**src/rtl/axis_cam_if.sv**
```systemverilog
// axis_cam_if: AXI4-Stream beat bus leaving the camera capture block
interface axis_cam_if #(parameter int BYTES_PER_BEAT = 2);
  logic [8*BYTES_PER_BEAT-1:0] tdata;
  logic tvalid, tready, tlast, tuser;
  modport master(output tdata, tvalid, tlast, tuser, input tready);
  modport slave(input tdata, tvalid, tlast, tuser, output tready);
endinterface

```
**src/rtl/axis_cam_capture.sv**
```systemverilog
// axis_cam_capture: packs DVP camera bytes into AXI4-Stream beats, with frame
// skipping, per-line/per-frame sanity checks and sticky error flags.
module axis_cam_capture #(
  parameter int BYTES_PER_BEAT = 2,
  parameter int IMAGE_WIDTH = 800,
  parameter int IMAGE_HEIGHT = 300
) (
  input  logic        PCLK,
  input  logic        RESETB,
  input  logic [7:0]  DIN,
  input  logic        HREF,
  input  logic        VSYNC,
  input  logic        enable,
  input  logic [3:0]  skip_n,
  input  logic        err_clr,
  axis_cam_if.master  m_axis,
  output logic        busy,
  output logic        err_line,
  output logic        err_frame,
  output logic        err_ovf,
  output logic [15:0] frame_cnt
);
  localparam int DW = 8*BYTES_PER_BEAT;
  localparam int IW = BYTES_PER_BEAT > 1 ? $clog2(BYTES_PER_BEAT) : 1;
  localparam int BW = $clog2(IMAGE_WIDTH + 2);
  localparam int LW = $clog2(IMAGE_HEIGHT + 1);
  localparam logic [IW-1:0] LAST_IDX = IW'(BYTES_PER_BEAT - 1);
  localparam logic [BW-1:0] WIDTH = BW'(IMAGE_WIDTH);
  localparam logic [BW-1:0] LAST_BYTE = BW'(IMAGE_WIDTH - 1);
  localparam logic [LW-1:0] LAST_LINE = LW'(IMAGE_HEIGHT - 1);
  typedef enum logic [2:0] {IDLE, WAIT, ACTIVE, SKIP, DROP} state_t;
  state_t state_q, state_d;
  logic href_q, vsync_q, busy_q;
  logic [BW-1:0] byte_cnt_q, byte_cnt_d;
  logic [LW-1:0] line_cnt_q, line_cnt_d;
  logic [IW-1:0] idx_q, idx_d;
  logic [DW-1:0] pack_q, pack_d, beat, tdata_q, tdata_d;
  logic tvalid_q, tvalid_d, tlast_q, tlast_d, tuser_q, tuser_d, done_q, done_d;
  logic [3:0] skip_cnt_q, skip_cnt_d;
  logic err_line_q, err_frame_q, err_ovf_q;
  logic [15:0] frame_cnt_q, frame_cnt_d;
  logic fs, le, accept, start, set_line, set_frame, set_ovf;
  assign fs = VSYNC & ~vsync_q;
  assign le = ~HREF & href_q;
  assign accept = tvalid_q & m_axis.tready;
  // done_q marks that the frame's tuser beat is loaded; capture pauses until it is accepted
  always_comb begin
    state_d = state_q;
    byte_cnt_d = byte_cnt_q;
    line_cnt_d = line_cnt_q;
    idx_d = idx_q;
    pack_d = pack_q;
    skip_cnt_d = skip_cnt_q;
    done_d = done_q;
    frame_cnt_d = frame_cnt_q;
    tdata_d = tdata_q;
    tvalid_d = tvalid_q & ~m_axis.tready;
    tlast_d = tlast_q & ~m_axis.tready;
    tuser_d = tuser_q & ~m_axis.tready;
    start = 1'b0;
    set_line = 1'b0;
    set_frame = 1'b0;
    set_ovf = 1'b0;
    beat = pack_q;
    beat[8*idx_q +: 8] = DIN;
    case (state_q)
      IDLE: state_d = enable ? WAIT : IDLE;
      WAIT: begin
        if (!enable) state_d = IDLE;
        else start = fs;
      end
      SKIP: begin
        if (!enable) state_d = IDLE;
        else if (fs && skip_cnt_q == 4'd0) start = 1'b1;
        else if (fs) skip_cnt_d = skip_cnt_q - 4'd1;
      end
      DROP: begin
        if (fs && enable) start = 1'b1;
        else if (fs) state_d = IDLE;
      end
      ACTIVE: begin
        if (done_q && accept && tuser_q) begin
          frame_cnt_d = frame_cnt_q + 16'd1;
          state_d = skip_n != 4'd0 ? SKIP : enable ? WAIT : IDLE;
        end else if (fs && !done_q) begin
          set_frame = 1'b1;
          start = enable;
          state_d = enable ? ACTIVE : IDLE;
        end else if (!done_q && le) begin
          set_line = byte_cnt_q != WIDTH;
          state_d = byte_cnt_q != WIDTH ? DROP : ACTIVE;
          line_cnt_d = line_cnt_q + LW'(1);
          byte_cnt_d = '0;
          idx_d = '0;
        end else if (!done_q && HREF) begin
          byte_cnt_d = byte_cnt_q + BW'(byte_cnt_q <= WIDTH);
          idx_d = idx_q == LAST_IDX ? '0 : idx_q + IW'(1);
          pack_d = beat;
          if (idx_q == LAST_IDX && tvalid_q && !m_axis.tready) begin
            set_ovf = 1'b1;
            state_d = DROP;
          end else if (idx_q == LAST_IDX) begin
            tdata_d = beat;
            tvalid_d = 1'b1;
            tlast_d = byte_cnt_q == LAST_BYTE;
            tuser_d = byte_cnt_q == LAST_BYTE && line_cnt_q == LAST_LINE;
            done_d = byte_cnt_q == LAST_BYTE && line_cnt_q == LAST_LINE;
          end
        end
      end
      default: state_d = IDLE;
    endcase
    if (start) begin
      state_d = ACTIVE;
      skip_cnt_d = skip_n;
      byte_cnt_d = '0;
      line_cnt_d = '0;
      idx_d = '0;
      done_d = 1'b0;
    end
  end
  always_ff @(posedge PCLK) begin
    if (!RESETB) begin
      state_q <= IDLE;
      href_q <= 1'b0;
      vsync_q <= 1'b0;
      busy_q <= 1'b0;
      byte_cnt_q <= '0;
      line_cnt_q <= '0;
      idx_q <= '0;
      pack_q <= '0;
      skip_cnt_q <= '0;
      done_q <= 1'b0;
      tdata_q <= '0;
      tvalid_q <= 1'b0;
      tlast_q <= 1'b0;
      tuser_q <= 1'b0;
      err_line_q <= 1'b0;
      err_frame_q <= 1'b0;
      err_ovf_q <= 1'b0;
      frame_cnt_q <= '0;
    end else begin
      state_q <= state_d;
      href_q <= HREF;
      vsync_q <= VSYNC;
      busy_q <= state_d != IDLE;
      byte_cnt_q <= byte_cnt_d;
      line_cnt_q <= line_cnt_d;
      idx_q <= idx_d;
      pack_q <= pack_d;
      skip_cnt_q <= skip_cnt_d;
      done_q <= done_d;
      tdata_q <= tdata_d;
      tvalid_q <= tvalid_d;
      tlast_q <= tlast_d;
      tuser_q <= tuser_d;
      err_line_q <= (err_line_q & ~err_clr) | set_line;
      err_frame_q <= (err_frame_q & ~err_clr) | set_frame;
      err_ovf_q <= (err_ovf_q & ~err_clr) | set_ovf;
      frame_cnt_q <= frame_cnt_d;
    end
  end
  assign m_axis.tdata = tdata_q;
  assign m_axis.tvalid = tvalid_q;
  assign m_axis.tlast = tlast_q;
  assign m_axis.tuser = tuser_q;
  assign busy = busy_q;
  assign err_line = err_line_q;
  assign err_frame = err_frame_q;
  assign err_ovf = err_ovf_q;
  assign frame_cnt = frame_cnt_q;
endmodule
```
**src/flat_wrapper.sv**
```systemverilog
// flat-port wrapper written by rule: the top's interface ports become plain ports
module axis_cam_capture_flat 
#(
  parameter int BYTES_PER_BEAT = 2,
  parameter int IMAGE_WIDTH = 800,
  parameter int IMAGE_HEIGHT = 300
)
  (PCLK, RESETB, DIN, HREF, VSYNC, enable, skip_n, err_clr, busy, err_line, err_frame, err_ovf, frame_cnt, m_axis_tdata, m_axis_tvalid, m_axis_tlast, m_axis_tuser, m_axis_tready);
  axis_cam_if #(.BYTES_PER_BEAT(BYTES_PER_BEAT)) m_axis_i ();
  input  logic PCLK;
  input  logic RESETB;
  input  logic [7:0] DIN;
  input  logic HREF;
  input  logic VSYNC;
  input  logic enable;
  input  logic [3:0] skip_n;
  input  logic err_clr;
  output logic busy;
  output logic err_line;
  output logic err_frame;
  output logic err_ovf;
  output logic [15:0] frame_cnt;
  output wire logic [$bits(m_axis_i.tdata)-1:0] m_axis_tdata;
  output wire logic [$bits(m_axis_i.tvalid)-1:0] m_axis_tvalid;
  output wire logic [$bits(m_axis_i.tlast)-1:0] m_axis_tlast;
  output wire logic [$bits(m_axis_i.tuser)-1:0] m_axis_tuser;
  input wire logic [$bits(m_axis_i.tready)-1:0] m_axis_tready;
  assign m_axis_tdata = m_axis_i.tdata;
  assign m_axis_tvalid = m_axis_i.tvalid;
  assign m_axis_tlast = m_axis_i.tlast;
  assign m_axis_tuser = m_axis_i.tuser;
  assign m_axis_i.tready = m_axis_tready;
  axis_cam_capture #(.BYTES_PER_BEAT(BYTES_PER_BEAT), .IMAGE_WIDTH(IMAGE_WIDTH), .IMAGE_HEIGHT(IMAGE_HEIGHT)) u_core (.PCLK(PCLK), .RESETB(RESETB), .DIN(DIN), .HREF(HREF), .VSYNC(VSYNC), .enable(enable), .skip_n(skip_n), .err_clr(err_clr), .m_axis(m_axis_i), .busy(busy), .err_line(err_line), .err_frame(err_frame), .err_ovf(err_ovf), .frame_cnt(frame_cnt));
endmodule
```
**config.mk**
```make
export PLATFORM = sky130hd
export DESIGN_NAME = axis_cam_capture_flat
export DESIGN_NICKNAME = d
export VERILOG_FILES = /design/src/rtl/axis_cam_if.sv /design/src/rtl/axis_cam_capture.sv /design/src/flat_wrapper.sv
export SDC_FILE = /design/constraint.sdc
export NUM_CORES = 1
export LEC_CHECK = 0
export CORE_MARGIN = 2
export CORE_UTILIZATION = 47
export CTS_CLUSTER_DIAMETER = 150
export CTS_CLUSTER_SIZE = 28
export DETAILED_ROUTE_END_ITERATION = 12
export GPL_TIMING_DRIVEN = 0
export PLACE_DENSITY_LB_ADDON = 0.25
export SKIP_CTS_REPAIR_TIMING = 1
export SLEW_MARGIN = 20
export SYNTH_ARGS = -nofsm -noshare
export SYNTH_HDL_FRONTEND = slang
export SYNTH_SLANG_ARGS = --single-unit
```
**constraint.sdc**
```tcl
create_clock -name PCLK -period 1.9 [get_ports PCLK]
set_input_delay 0.285 -clock PCLK [delete_from_list [all_inputs] [get_ports PCLK]]
set_output_delay 0.285 -clock PCLK [all_outputs]
set_load 0.02 [all_outputs]
```
# Word level (Yosys, flattened, before mapping)
# Index checks and enable logic that the tools add are counted.
# totals
ff_bits	85
in_bits	19
# classes
eq_ne	8
shifts	2
mux	66
n_lt_le_gt_ge	1
add_sub_neg	6
n_bitwise	21
reduce_logical	28
# op_table
operator	count
1-bit two-way mux	44
4-bit negator with 34-bit output	1
8-bit by 34-bit variable shift with 16-bit output (first input constant)	1
8-bit by 34-bit variable part select with 16-bit output	1
3-bit two-way mux	11
10-bit two-way mux	2
4-bit two-way mux	5
16-bit by 1-bit adder with 16-bit output (second input constant)	1
16-bit bitwise mux	1
3-bit case mux with 4 select lines	1
4-bit AND reduction	3
10-bit by 1-bit adder with 10-bit output	1
10-bit == test (second input constant)	1
10-bit <= comparator (second input constant)	1
1-bit logical AND	10
10-bit != test (second input constant)	1
9-bit by 1-bit adder with 9-bit output (second input constant)	1
1-bit bitwise AND	9
9-bit == test (second input constant)	1
1-bit inverter	9
2-bit nonzero test	4
7-bit AND reduction	1
3-bit by 2-bit == test with 1-bit output (second input constant)	2
5-bit AND reduction	1
other kinds (15)	19

# Longest topological paths before layout
# depth
depth_word	10
mapped_depth	11

# Worst setup path after synthesis
# OpenSTA, ideal clock, no wires.
# synth_timing
path_kind	flip-flop to flip-flop
start	register u_core.skip_cnt_q[0]
end	register u_core.busy_q (netlist: u_core.busy)
arrival_time_ns	1.890
stages_incl_launch_ff	8
required_time_ns	1.768
period_less_slack_ns	2.022
setup_slack_ns	-0.122
path_cell_list	dfxtp_1 > inv_1 > ha_1 > nor3b_1 > o2111a_1 > o21ai_1 > o221ai_1 > or3b_2
# synth_between
elab_chain_cells	7
# synth_lines
element	line	text
from (decl)	axis_cam_capture.sv:39	logic [3:0] skip_cnt_q, skip_cnt_d;
from (signal assigned)	axis_cam_capture.sv:151	skip_cnt_q <= skip_cnt_d;
4-bit zero test	axis_cam_capture.sv:74	else if (fs && skip_cnt_q == 4'd0) start = 1'b1;
1-bit logical AND	axis_cam_capture.sv:74	
1-bit two-way mux	axis_cam_capture.sv:74	
1-bit two-way mux	axis_cam_capture.sv:73	if (!enable) state_d = IDLE;
1-bit case mux with 4 select lines	axis_cam_capture.sv:66	case (state_q)
3-bit two-way mux	axis_cam_capture.sv:113	if (start) begin
3-bit nonzero test	axis_cam_capture.sv:146	busy_q <= state_d != IDLE;
to (signal assigned)	axis_cam_capture.sv:127	busy_q <= 1'b0;
to (signal assigned)	axis_cam_capture.sv:146	
to (decl)	axis_cam_capture.sv:33	logic href_q, vsync_q, busy_q;
# No other way between the ends.
# A chain may end at the register's enable or synchronous reset.

# Worst setup path after layout
# layout_timing
start	register u_core.state_q[2]
end	register u_core.frame_cnt_q[12] (netlist: u_core.frame_cnt[12])
# layout_between
elab_chain_cells	2
# layout_lines
element	line	text
from (decl)	axis_cam_capture.sv:32	state_t state_q, state_d;
from (signal assigned)	axis_cam_capture.sv:143	state_q <= state_d;
3-bit by 2-bit == test with 1-bit output	axis_cam_capture.sv:66	
2-bit AND reduction (no line)	n/a	
to (signal assigned)	axis_cam_capture.sv:160	frame_cnt_q <= frame_cnt_d;
to (decl)	axis_cam_capture.sv:41	logic [15:0] frame_cnt_q, frame_cnt_d;
# No other way between the ends.

==> results.toml <==
[clock_tree]
cts_tree = "built"
numCtsBuffers = 9
clock_path_buffers = 2
cts_sinks = 77
htreeDepth = 3
cts_root_buffer = "clkbuf_8"
clkTransAtPathRegs_ps = 90
clock_latency_ps = 360

[floorplanning]
rows = 31
dieHeight_um = 89.1
coreArea_um2 = 7140
start_util_pct = 47.7
dieWidth_um = 89.1
die_area_um2 = 7940
num_io_pins = 58

[power]
report.power.total_w = 0.00326
ir_drop_mv = 0.559
leakage_nw = 1.63
powerDensity_nw_per_um2 = 675

[run_status]
violations = "setup timing"
status = "complete, but fails checks"

[cells_and_area]
layout_commonest_cell = "nand2_1"
final_cell_mix = "nand2_1, dfxtp_1, clkdlybuf4s50_1"
postLayoutCoreUtil_pct = 67.6
fillCellCount = 611
instances_no_fill = 613
num-nets-final = 534
diodes = 0
drive_above_1_share_pct = 20.4
multi_input_area_um2 = 1970
syn2layout_area_growth_pct = 41.8
seq_area_um2 = 1560
final_area_um2 = 4820

[yosys]
synth_seq_cells = 77
ys_async_sr_fraction_pct = 0
yosysWarnings = 0
yosysUniqueCellTypes = 45
synth_cells = 416
synthesis.nets = 441
ys_seq_area_share_pct = 45.3
postSynthAreaPerCell_um2 = 8.18
syn-cell-area_um2 = 3400
synth_edf_count = 0
dominantRegCellSynth = "dfxtp_1"

[sta]
min_period_over_period_pct = 110
fin_tns_setup_ps = -1220
fin_crit_ps = 2090
fin_ws_ps = -192
tightest_slew_ps = 547
setup_viol = 26
rsz0062_at_grt = "true"
slew_headroom_pct = 63.3
skew_ps = 15.7
drv_slew = 0
fmax_mhz = 478
hold_viol_final = 0

[routing]
via_per_inst = 5.41
final_antenna_net_count = 0
wl_per_cell_um = 15.3
drc = 0
firstDrtPassIters = 5
first_iter_violations = 230
drt-total-wl_um = 9350
num_vias = 3314

[worst_setup_path]
cp_top_family = "simple AND/OR/NAND/NOR gates"
arrival_ps = 2390
required_ps = 2200
cp_common_cell = "buf_6"
critPathLaunchType = "register"
endpoint_kind = "register"
crit_path_max_incr_delay_ps = 540
crit_type = "register to register"
cpMaxStageDelayCell = "or4_4"
worstPathCellList = "or3b_4 > buf_6 > or4_4 > buf_6 > or3_1 > a21oi_1"
crit_buf_inv = 2
crit_fanout = 7

[placement]
place_congestion = 0.875
dp_hpwl_um = 5540
dp.cells = 571
place_area_um2 = 4100
port_buffers = 56

[grt]
grt_overflow = 0
grt_pass1_wl_um = 13100
antenna_found_initial = 0
grt_max_degree = 15
grt_pass1_vias = 2802
grt_usage_pct = 21.5

[flow_run]
cap_violations = 0

[min_path]
hold_path.class = "input pin to register"
-- state kept, by name (all words and copies together), names as in the netlist --
signal	count
u_core.m_axis.tlast	1
u_core.err_ovf	1
u_core.err_frame	1
u_core.pack_q	8
u_core.idx_q	1
u_core.m_axis.tdata	16
u_core.skip_cnt_q	4
u_core.m_axis.tuser	1
u_core.busy	1
u_core.m_axis.tvalid	1
u_core.err_line	1
u_core.state_q	3
u_core.href_q	1
u_core.byte_cnt_q	10
u_core.line_cnt_q	9
u_core.frame_cnt	16
u_core.vsync_q	1
u_core.done_q	1
-- cells by family after synthesis --
| logic type | share of synthesized area, % |
|---|---|
| AO/OA/AOI/OAI | 10.9 |
| XOR/XNOR | 7.72 |
| adder cells (fa/ha/maj) | 2.21 |
| buffers and inverters | 4.05 |
| flip-flops | 45.3 |
| multiplexers | 0.294 |
| AND/OR/NAND/NOR | 29.5 |
-- final cells by class --
type	instances	share of cell area, %
plain buffers	19	2.52
multi-input cells	307	40.8
repair buffers	85	16.2
well taps	99	2.57
clock buffers	10	2.85
inverters	10	0.778
clock inverters	6	1.89
flip-flops and latches	77	32.3
-- power breakdown --
group | switching (W) | internal [W] | total, W
logic | 0.000108 | 0.0000942 | 0.000202
registers | 0.00000749 | 0.00162 | 0.00162
clock network | 0.000644 | 0.000785 | 0.00143
total | 0.000760 | 0.00250 | 0.00326
-- cell usage after synthesis (3+ instances only) --
| cell | n | share of area (%) |
|---|---|---|
| nor2b_1 | 4 | 0.74 |
| clkbuf_1 | 14 | 1.5 |
| nand2b_1 | 6 | 1.1 |
| dfxtp_1 | 77 | 45 |
| nand3b_1 | 3 | 0.66 |
| nor4_1 | 8 | 1.5 |
| buf_1 | 3 | 0.33 |
| ha_1 | 6 | 2.2 |
| inv_1 | 10 | 1.1 |
| xnor2_1 | 11 | 2.8 |
| or3_1 | 4 | 0.74 |
| buf_2 | 4 | 0.59 |
| and3_1 | 3 | 0.55 |
| nor3_1 | 8 | 1.2 |
| nor2_1 | 44 | 4.9 |
| nand2_1 | 76 | 8.4 |
| nor4bb_1 | 3 | 0.88 |
| xor2_1 | 19 | 4.9 |
| nand3_1 | 11 | 1.6 |
| o21a_1 | 3 | 0.66 |
| o21ai_0 | 7 | 1.0 |
| nand4_1 | 21 | 3.9 |
| a21oi_1 | 41 | 6.0 |
| a211oi_1 | 3 | 0.66 |
-- worst reg2reg max path, cell delays in order, from the launching register on --
cell and delay [ps]:
dfxtp_4 350, or3b_4 400, buf_6 150, or4_4 540
buf_6 150, or3_1 340, a21oi_1 120
-- per-layer routing --
layer / wire [um] / global-route usage, %
met4: 257 / 9.77
met3: 512 / 3.88
met1: 4200 / 29.3
met2: 4380 / 33.5
met5: 0 / 0
-- stage by stage --
step	hold WS, ps	worst slack [ps]
floorplan	403	-117
global placement	439	-597
finish	352	-192
global route	376	-234
CTS	305	-595
detailed placement	446	-645
-- path summary, 6_finish.rpt --
path / startpoint / to / slack (ps) / cells after the start
max: u_core.state_q[2] / u_core.frame_cnt[12] / -190 / 6
min reg2reg: u_core.m_axis.tdata[0] / u_core.m_axis.tdata[0] / 460 / 2
min: HREF / u_core.byte_cnt_q[1] / 350 / 3
max reg2reg: u_core.state_q[2] / u_core.frame_cnt[12] / -190 / 6
Note: power is estimated with default switching activity, not from simulation.
